**config.mk**
```make
export PLATFORM = sky130hd
export DESIGN_NAME = load_store_unit
export DESIGN_NICKNAME = d
export VERILOG_FILES = /design/src/rtl/risc_pkg.sv /design/src/rtl/lsu_align.sv /design/src/rtl/load_store_unit.sv
export SDC_FILE = /design/constraint.sdc
export NUM_CORES = 1
export LEC_CHECK = 0
export ABC_AREA = 1
export CAP_MARGIN = 20
export CORE_AREA = 2 2 123 125
export CTS_BUF_LIST = sky130_fd_sc_hd__clkbuf_4
export CTS_CLUSTER_DIAMETER = 200
export DETAILED_ROUTE_END_ITERATION = 12
export DIE_AREA = 0 0 125 127
export PLACE_DENSITY = 0.92
export SETUP_SLACK_MARGIN = 0.02
export SYNTH_ARGS = -nofsm -noshare
export SYNTH_HDL_FRONTEND = slang
export SYNTH_SLANG_ARGS = --single-unit
export TNS_END_PERCENT = 50
```
**constraint.sdc**
```tcl
create_clock -name clk -period 5.3 [get_ports clk]
set_input_delay 0.795 -clock clk [delete_from_list [all_inputs] [get_ports clk]]
set_output_delay 0.795 -clock clk [all_outputs]
set_load 0.1 [all_outputs]
```
**src/rtl/risc_pkg.sv**
```systemverilog
// Shared RV32I load/store definitions: funct3 codes, LSU state encoding, request error check.
// Pure definitions; no latency or flow control of its own.
package risc_pkg;

  localparam logic [2:0] F3_B  = 3'b000;
  localparam logic [2:0] F3_H  = 3'b001;
  localparam logic [2:0] F3_W  = 3'b010;
  localparam logic [2:0] F3_BU = 3'b100;
  localparam logic [2:0] F3_HU = 3'b101;

  localparam logic [2:0] LSU_IDLE = 3'd0;
  localparam logic [2:0] LSU_RD   = 3'd1;
  localparam logic [2:0] LSU_WAIT = 3'd2;
  localparam logic [2:0] LSU_WR   = 3'd3;
  localparam logic [2:0] LSU_RESP = 3'd4;

  typedef enum logic [2:0] {
    ST_IDLE = LSU_IDLE,
    ST_RD   = LSU_RD,
    ST_WAIT = LSU_WAIT,
    ST_WR   = LSU_WR,
    ST_RESP = LSU_RESP
  } lsu_state_t;

  // A single error bit; the cause is deliberately not reported to the core.
  localparam logic ERR_NONE = 1'b0;
  localparam logic ERR_SET  = 1'b1;

  function automatic logic lsu_req_err(input logic       write,
                                       input logic [2:0] funct3,
                                       input logic [31:0] addr,
                                       input int          addr_w);
    logic w_bad_f3;
    logic w_bad_align;
    logic w_bad_range;
    case (funct3)
      F3_B, F3_H, F3_W: w_bad_f3 = 1'b0;
      F3_BU, F3_HU:     w_bad_f3 = write;
      default:          w_bad_f3 = 1'b1;
    endcase
    w_bad_align = (((funct3 == F3_H) || (funct3 == F3_HU)) && addr[0]) ||
                  ((funct3 == F3_W) && (addr[1:0] != 2'b00));
    w_bad_range = (addr >> (addr_w + 2)) != 32'd0;
    return (w_bad_f3 || w_bad_align || w_bad_range) ? ERR_SET : ERR_NONE;
  endfunction

endpackage

```
**src/rtl/lsu_align.sv**
```systemverilog
// Lane steering for the LSU: load extract/extend and sub-word store merge.
// Purely combinational, zero latency; no flow control.
module lsu_align
  import risc_pkg::*;
(
  input  logic [31:0] i_word,
  input  logic [31:0] i_wdata,
  input  logic [1:0]  i_off,
  input  logic [2:0]  i_funct3,
  output logic [31:0] o_load,
  output logic [31:0] o_merged
);

  logic [7:0]  w_byte;
  logic [15:0] w_half;

  assign w_byte = i_word[{i_off, 3'b000} +: 8];
  assign w_half = i_off[1] ? i_word[31:16] : i_word[15:0];

  always_comb begin
    o_load = '0;
    case (i_funct3)
      F3_B:    o_load = {{24{w_byte[7]}}, w_byte};
      F3_H:    o_load = {{16{w_half[15]}}, w_half};
      F3_W:    o_load = i_word;
      F3_BU:   o_load = {24'd0, w_byte};
      F3_HU:   o_load = {16'd0, w_half};
      default: o_load = '0;
    endcase
  end

  // The memory has no byte enables, so sub-word stores rewrite the whole word.
  always_comb begin
    o_merged = i_word;
    case (i_funct3)
      F3_B:    o_merged[{i_off, 3'b000} +: 8]     = i_wdata[7:0];
      F3_H:    o_merged[{i_off[1], 4'b0000} +: 16] = i_wdata[15:0];
      default: o_merged = i_wdata;
    endcase
  end

endmodule

```
**src/rtl/load_store_unit.sv**
```systemverilog
// RV32I load/store unit: one request at a time, word memory, RMW for SB/SH.
// Latency err 1, SW 2, load 2+MEM_LAT, SB/SH 3+MEM_LAT; req_ready low while busy, no response backpressure.
module load_store_unit
  import risc_pkg::*;
#(
  parameter int ADDR_W  = 6,
  parameter int MEM_LAT = 1
)
(
  input  logic              clk,
  input  logic              rst,
  input  logic              req_valid,
  output logic              req_ready,
  input  logic              req_write,
  input  logic [2:0]        req_funct3,
  input  logic [31:0]       req_addr,
  input  logic [31:0]       req_wdata,
  output logic              resp_valid,
  output logic [31:0]       resp_rdata,
  output logic              resp_err,
  output logic [ADDR_W-1:0] mem_addr,
  output logic              mem_read,
  output logic              mem_write,
  output logic [31:0]       mem_wdata,
  input  logic [31:0]       mem_rdata
);

  localparam logic [3:0] LAT_INIT = 4'(MEM_LAT);

  lsu_state_t        r_state;
  logic [3:0]        r_cnt;
  logic [1:0]        r_off;
  logic [2:0]        r_funct3;
  logic              r_write;
  logic [31:0]       r_wdata;
  logic              r_req_ready;
  logic              r_resp_valid;
  logic [31:0]       r_resp_rdata;
  logic              r_resp_err;
  logic [ADDR_W-1:0] r_mem_addr;
  logic              r_mem_read;
  logic              r_mem_write;
  logic [31:0]       r_mem_wdata;

  logic              w_accept;
  logic              w_err;
  logic              w_is_sw;
  logic [31:0]       w_load_data;
  logic [31:0]       w_merged;

  assign w_accept = req_valid && r_req_ready;
  assign w_err    = lsu_req_err(req_write, req_funct3, req_addr, ADDR_W);
  assign w_is_sw  = req_write && (req_funct3 == F3_W);

  // Fed straight from mem_rdata: the load result and merged word are both
  // registered in the same cycle the read data is valid.
  lsu_align u_align (
    .i_word   (mem_rdata),
    .i_wdata  (r_wdata),
    .i_off    (r_off),
    .i_funct3 (r_funct3),
    .o_load   (w_load_data),
    .o_merged (w_merged)
  );

  always_ff @(posedge clk) begin
    if (rst) begin
      r_state      <= ST_IDLE;
      r_cnt        <= '0;
      r_off        <= '0;
      r_funct3     <= '0;
      r_write      <= 1'b0;
      r_wdata      <= '0;
      r_req_ready  <= 1'b1;
      r_resp_valid <= 1'b0;
      r_resp_rdata <= '0;
      r_resp_err   <= 1'b0;
      r_mem_addr   <= '0;
      r_mem_read   <= 1'b0;
      r_mem_write  <= 1'b0;
      r_mem_wdata  <= '0;
    end else begin
      r_mem_read   <= 1'b0;
      r_mem_write  <= 1'b0;
      r_resp_valid <= 1'b0;
      case (r_state)
        ST_IDLE: begin
          if (w_accept) begin
            r_off       <= req_addr[1:0];
            r_funct3    <= req_funct3;
            r_write     <= req_write;
            r_wdata     <= req_wdata;
            r_req_ready <= 1'b0;
            if (w_err) begin
              r_state      <= ST_RESP;
              r_resp_valid <= 1'b1;
              r_resp_err   <= ERR_SET;
              r_resp_rdata <= '0;
            end else if (w_is_sw) begin
              r_state     <= ST_WR;
              r_mem_write <= 1'b1;
              r_mem_addr  <= req_addr[ADDR_W+1:2];
              r_mem_wdata <= req_wdata;
            end else begin
              r_state    <= ST_RD;
              r_mem_read <= 1'b1;
              r_mem_addr <= req_addr[ADDR_W+1:2];
            end
          end
        end
        ST_RD: begin
          r_cnt   <= LAT_INIT;
          r_state <= ST_WAIT;
        end
        ST_WAIT: begin
          r_cnt <= r_cnt - 4'd1;
          if (r_cnt == 4'd1) begin
            if (r_write) begin
              r_state     <= ST_WR;
              r_mem_write <= 1'b1;
              r_mem_wdata <= w_merged;
            end else begin
              r_state      <= ST_RESP;
              r_resp_valid <= 1'b1;
              r_resp_err   <= ERR_NONE;
              r_resp_rdata <= w_load_data;
            end
          end
        end
        ST_WR: begin
          r_state      <= ST_RESP;
          r_resp_valid <= 1'b1;
          r_resp_err   <= ERR_NONE;
          r_resp_rdata <= '0;
        end
        ST_RESP: begin
          r_state     <= ST_IDLE;
          r_req_ready <= 1'b1;
        end
        default: begin
          r_state     <= ST_IDLE;
          r_req_ready <= 1'b1;
        end
      endcase
    end
  end

  assign req_ready  = r_req_ready;
  assign resp_valid = r_resp_valid;
  assign resp_rdata = r_resp_rdata;
  assign resp_err   = r_resp_err;
  assign mem_addr   = r_mem_addr;
  assign mem_read   = r_mem_read;
  assign mem_write  = r_mem_write;
  assign mem_wdata  = r_mem_wdata;

endmodule

```
# After elaboration in Yosys (flattened, before gate mapping)
# Index checks and enable logic that the tools add are counted.
# word_totals
ff_bits,120
inputBits,103
out_inout_bits,75
# classes
addsub,3
n_eq_ne,19
n_shift,5
mux,44
bitwise,4
reduce_logical,26
# op_table
cell,n
two-way mux 32 bit,9
one-hot mux 32 bit (5 select lines),1
one-hot mux 32 bit (2 select lines),2
one-hot mux 32 bit (3 select lines),1
bitwise mux 32 bit,2
nonzero test 32 bit,1
variable shift 16 x 7 -> 32 bit (first input constant),1
variable shift 8 x 7 -> 32 bit (first input constant),1
indexed part select 16 x 7 -> 32 bit,1
indexed part select 32 x 6 -> 8 bit,1
indexed part select 8 x 7 -> 32 bit,1
two-way mux 1 bit,16
two-way mux 16 bit,1
!= test 2 bit (second input constant),7
negator 5 -> 7 bit,2
== test 3 x 2 -> 1 bit (second input constant),4
== test 3 bit (second input constant),4
two-way mux 3 bit,4
one-hot mux 3 bit (4 select lines),1
== test 3 x 1 -> 1 bit (second input constant),3
logical NOT 3 bit,3
one-hot mux 4 bit (2 select lines),1
one-hot mux 1 bit (2 select lines),3
one-hot mux 1 bit (3 select lines),2
other kinds (15),29

# Longest topological paths before layout
# depth
ltp_word,10
mapped_depth,15

# Cells and area by module
# Synthesis repeated with hierarchy kept, for this count alone.
# hier_totals
hier_cells,1463
area_unflattened_um2,8269.2
# modules_own_cells
mod,instances,cells_per_inst,area_each_um2,seq_area_each_um2
load_store_unit,1,794,5408.9,2402.3
lsu_align,1,669,2860.2,0.0

# Worst setup path after synthesis
# OpenSTA, ideal clock, no wires.
# synth_timing
path_type,flip-flop to flip-flop
startpoint,register r_off[1]
endpoint,register r_mem_wdata[16] (netlist: mem_wdata[16])
setup_ns,0.064
arrival_time_ns,2.176
required_time_ns,5.236
setup_slack_ns,3.060
stages_incl_launch_ff,16
path_buffers,3
path_cell_list,dfxtp_1 -> buf_4 -> buf_2 -> buf_2 -> inv_1 -> ha_1 -> inv_1 -> nor2_2 -> nand2_1 -> nand2_1 -> nand2_1 -> o211ai_1 -> nand2_1 -> nand2_1 -> nor2_1 -> nor2_1
# synth_between
elab_chain_len,7
elab_cells_between_ends,12
classes_between,add/sub (2); shift (4); mux (6)
# synth_rtl
element,line_no,text
start: declaration,load_store_unit.sv:32,logic [1:0] r_off;
start signal: assignment,load_store_unit.sv:89,r_off <= req_addr[1:0];
negator 5 -> 7 bit (on tied branches),"lsu_align.sv:37, lsu_align.sv:36",
"indexed part select 16 x 7 -> 32 bit, or another cell as far along",lsu_align.sv:37,"F3_H: o_merged[{i_off[1], 4'b0000} +: 16] = i_wdata[15:0];"
bitwise mux 32 bit (on tied branches),"lsu_align.sv:37, lsu_align.sv:36",
one-hot mux 32 bit (2 select lines) *,lsu_align.sv:35,case (i_funct3)
two-way mux 32 bit *,load_store_unit.sv:118,if (r_write) begin
two-way mux 32 bit *,load_store_unit.sv:117,if (r_cnt == 4'd1) begin
one-hot mux 32 bit (2 select lines) *,load_store_unit.sv:86,case (r_state)
end signal: assignment,load_store_unit.sv:103,r_mem_wdata <= req_wdata;
end signal: assignment,load_store_unit.sv:121,r_mem_wdata <= w_merged;
end: declaration,load_store_unit.sv:43,logic [31:0] r_mem_wdata;
# Mark *: on every way between the ends. The rest lies on a longest branch, timed or not. The select of a mux whose other input is x is not followed.
# A chain may end at the register's enable or synchronous reset.

# Worst setup path in the final report
# layout_timing
startpoint,register r_req_ready (netlist: req_ready)
endpoint,output req_ready
# layout_rtl
element,line_no,text
start: declaration,load_store_unit.sv:36,logic r_req_ready;
start signal: assignment,load_store_unit.sv:74,r_req_ready <= 1'b1;
start signal: assignment,load_store_unit.sv:93,r_req_ready <= 1'b0;
start signal: assignment,load_store_unit.sv:138,r_req_ready <= 1'b1;
end: declaration,load_store_unit.sv:13,"output logic req_ready,"
# No word-level cell between the ends.

==> results.ini <==
[critical_path]
criticalPathCategory = reg2out
crit_fanout = 4
worstPathArrival_ps = 2150
timing.rr.end = mem_wdata[24]
crit_slowest_cell = clkdlybuf4s50_1
critPathMaxStageDelay_ps = 1160
cp_cell_sequence = clkdlybuf4s50_1
path_buf_inv = 1
cp-end-kind = primary output
r2r_start = r_funct3[1]
cp_data_required_time_ps = 4510
rrSetupSlack_ps = 2390
start_kind = flop
crit_family = buffers and inverters
rr_worst_depth = 11

[grt]
grt_util_met1_pct = 35.5
grt_max_degree = 73
antenna_found_initial = 0
grt_pass1_wl_um = 36700
grt_usage_pct = 28.3
use_met3_pct = 7.45
grt_use_met2_pct = 46.9
grt_overflow = 0
grt_pass1_vias = 7330
grt-busiest-layer = met2

[sta]
final-setup-viol-count = 0
finalMaxSlewViolations = 0
max_freq_ghz = 0.340
rsz0062_at_grt = no
finalCritPeriodShare_pct = 55.5
worstMarginPinSlew_ps = 1010
fin_setup_tns_ps = 0
relSlewSlack_pct = 32.5
min_period_ps = 2940
hold_viol_final = 0
hold-worst-slack_ps = 461
clock_skew_ps = 22.0

[synth]
yosysWarnings = 0
ys_seq_area_share_pct = 33.7
syn_nets = 1306
synth_area_um2 = 7130
synth_cell_types = 32
ys_seq_elements = 120
synth_area_per_cell_um2 = 5.96
syn_inst = 1196

[place]
gp_congestion = 0.961
hpwl_um = 16500
io_buffers = 177

[clock_tree]
cts_root_buffer = clkbuf_4
clk_path_buf_depth = 2
numCtsBuffers = 17
cts_hold_buffers = 0
ctsHtreeMaxLevel = 4
path_clk_slew_ps = 120
cts_sinks = 120
cts_tree = done
postCtsSetupRepairBufs = 0
clock_latency_ps = 580
ctsResizeCount = 0

[power]
p_leak_nw = 4.06
p_per_area_nw_per_um2 = 280
total_power_w = 0.00258
cell_internal_pwr_w = 0.00155
clkPwrFrac_pct = 27.8
power.share.sequential_pct = 39.0
max-vdd-ir-drop_mv = 0.169
p_sw_w = 0.00103
pwr-share-comb_pct = 33.2
swShare_pct = 39.9

[die]
start_util_pct = 49.4
die-area_um2 = 15900
coreArea_um2 = 14400
die_x_um = 125
io_pins = 178
die_h_um = 127
fp-row-count = 44

[final_layout]
fill_cells = 1310
drive_above_1_share_pct = 4.92
fin_nets = 1438
antenna_cells = 0
syn_to_final_growth_pct = 28.9

[hold_path]
hold-path-cell-count = 2
whs_endpoint = r_wdata[29]
min_path_type = reg2reg
holdCritStartpoint = r_wdata[29]

[detailed_routing]
drt-wirelength-per-cell_um = 15.0
ant_nets = 0
wl_um = 22900
drt_iter0_drc = 974
drc_errors = 0
drt-pass1-iter-count = 6
vias = 8240
routed_via_density = 5.40

[outcome]
status = finished, final reports clean

[job]
maxCapViolations = 0

==> layout by cell type, fill, tap and decap left out, types with 5 or more instances in the layout <==
cell type	count
nand2_1	311
nor2_1	217
clkdlybuf4s50_1	177
inv_1	125
dfxtp_1	119
o21ai_0	106
a21oi_1	106
nand3_1	51
o211ai_1	24
clkbuf_4	17
a31oi_1	10
or2_2	9
inv_2	7
ha_1	7
o21ai_1	6
buf_4	5
==> worst max path at each step <==
stage / from / to / slack, ps / cells after the start
floorplan: r_off[1] / mem_wdata[16] / 3060 / 15
CTS: r_state[0] / resp_rdata[5] / 1930 / 8
detailed placement: req_funct3[2] / resp_rdata[12] / 1680 / 10
global placement: req_funct3[2] / mem_wdata[27] / 1810 / 9
global route: r_funct3[1] / mem_wdata[27] / 2150 / 11
finish: req_ready / req_ready / 2360 / 1
==> per-stage QoR <==
stage | instances | cell area (um^2) | worst slack [ps] | util [%]
after floorplan | 1196 | 7130 | 3060 | -
after detailed placement | 1492 | 8860 | 1680 | 61.4
after CTS | 1524 | 9160 | 1930 | 63.5
final | 1525 | 9190 | 2360 | 63.7
after global placement | 1491 | 8840 | 1810 | 61.3
after global routing | 1525 | 9190 | 2150 | 63.7
==> worst register-to-register path, cell delays in order (launching register included) <==
cell and delay (ps):
dfxtp_1 360, nor2_1 660, nand2_1 400, inv_2 390
nand2_2 240, inv_1 300, nand2_1 90, nand3_1 110
nand2_1 60, nand2_1 100, nor2_1 60, nor2_1 90
==> layer usage <==
layer  vias to the layer above  wire [um]
li1                       4054          -
met1                      3694       9370
met2                       423      10600
met3                        69       2230
met4                         0        713
met5                         -          0
==> state kept, by name, indices dropped and copies added (netlist names) <==
signal,flops
mem_addr,6
mem_read,1
mem_wdata,32
mem_write,1
r_cnt,4
r_funct3,3
r_off,2
r_state,3
r_wdata,32
r_write,1
req_ready,1
resp_err,1
resp_rdata,32
resp_valid,1
==> layout make-up <==
| cell class | count | area [um^2] | area share (%) |
|---|---|---|---|
| inverters | 132 | 495 | 5.39 |
| flip-flops and latches | 120 | 2400 | 26.2 |
| clock buffers | 17 | 128 | 1.39 |
| repair buffers | 184 | 1860 | 20.2 |
| multi-input cells | 873 | 3900 | 42.4 |
| well taps | 184 | 230 | 2.51 |
| clock inverters | 15 | 178 | 1.93 |
==> logic make-up (layout without fill, tap and decap cells) <==
family | count (synthesis) | count (layout) | share of synthesized area [%]
flops | 120 | 120 | 33.7
fa+ha+maj | 7 | 7 | 1.23
compound gates | 262 | 262 | 19.8
buf+inv | 203 | 348 | 11.7
simple gates | 604 | 604 | 33.6
==> cells in the mapped netlist <==
master	count	area [um^2]
nor4_1	1	6.26
dfxtp_1	120	2400
or2_2	9	56.3
o22ai_1	3	18.8
o21a_1	1	7.51
inv_2	6	22.5
o21ai_2	1	8.76
clkbuf_1	37	139
nand4_1	2	12.5
a31oi_1	10	62.6
nor3_1	3	15.0
nor2_4	1	11.3
nand2_1	311	1170
o211ai_1	24	180
buf_2	23	115
o21ai_1	6	30.0
o221ai_1	2	17.5
o21bai_1	1	7.51
o21ai_0	106	531
ha_1	7	87.6
inv_1	126	473
buf_1	3	11.3
nor2_2	3	18.8
a211oi_1	1	7.51
buf_4	5	37.5
buf_6	3	33.8
a22oi_1	1	7.51
nand3_2	1	10.0
nand2_2	4	25.0
nand3_1	52	260
nor2_1	217	815
a21oi_1	106	531
==> power by group through the flow <==
stage	clock [W]	sequential (W)	combinational [W]
after global routing	0.000761	0.00101	0.000924
after floorplan	0	0.00123	0.000386
after global placement	0	0.00102	0.000830
final	0.000716	0.00101	0.000855
after detailed placement	0	0.00102	0.000836
after CTS	0.000719	0.00100	0.000839
Note: power is estimated with default switching activity, not from simulation.
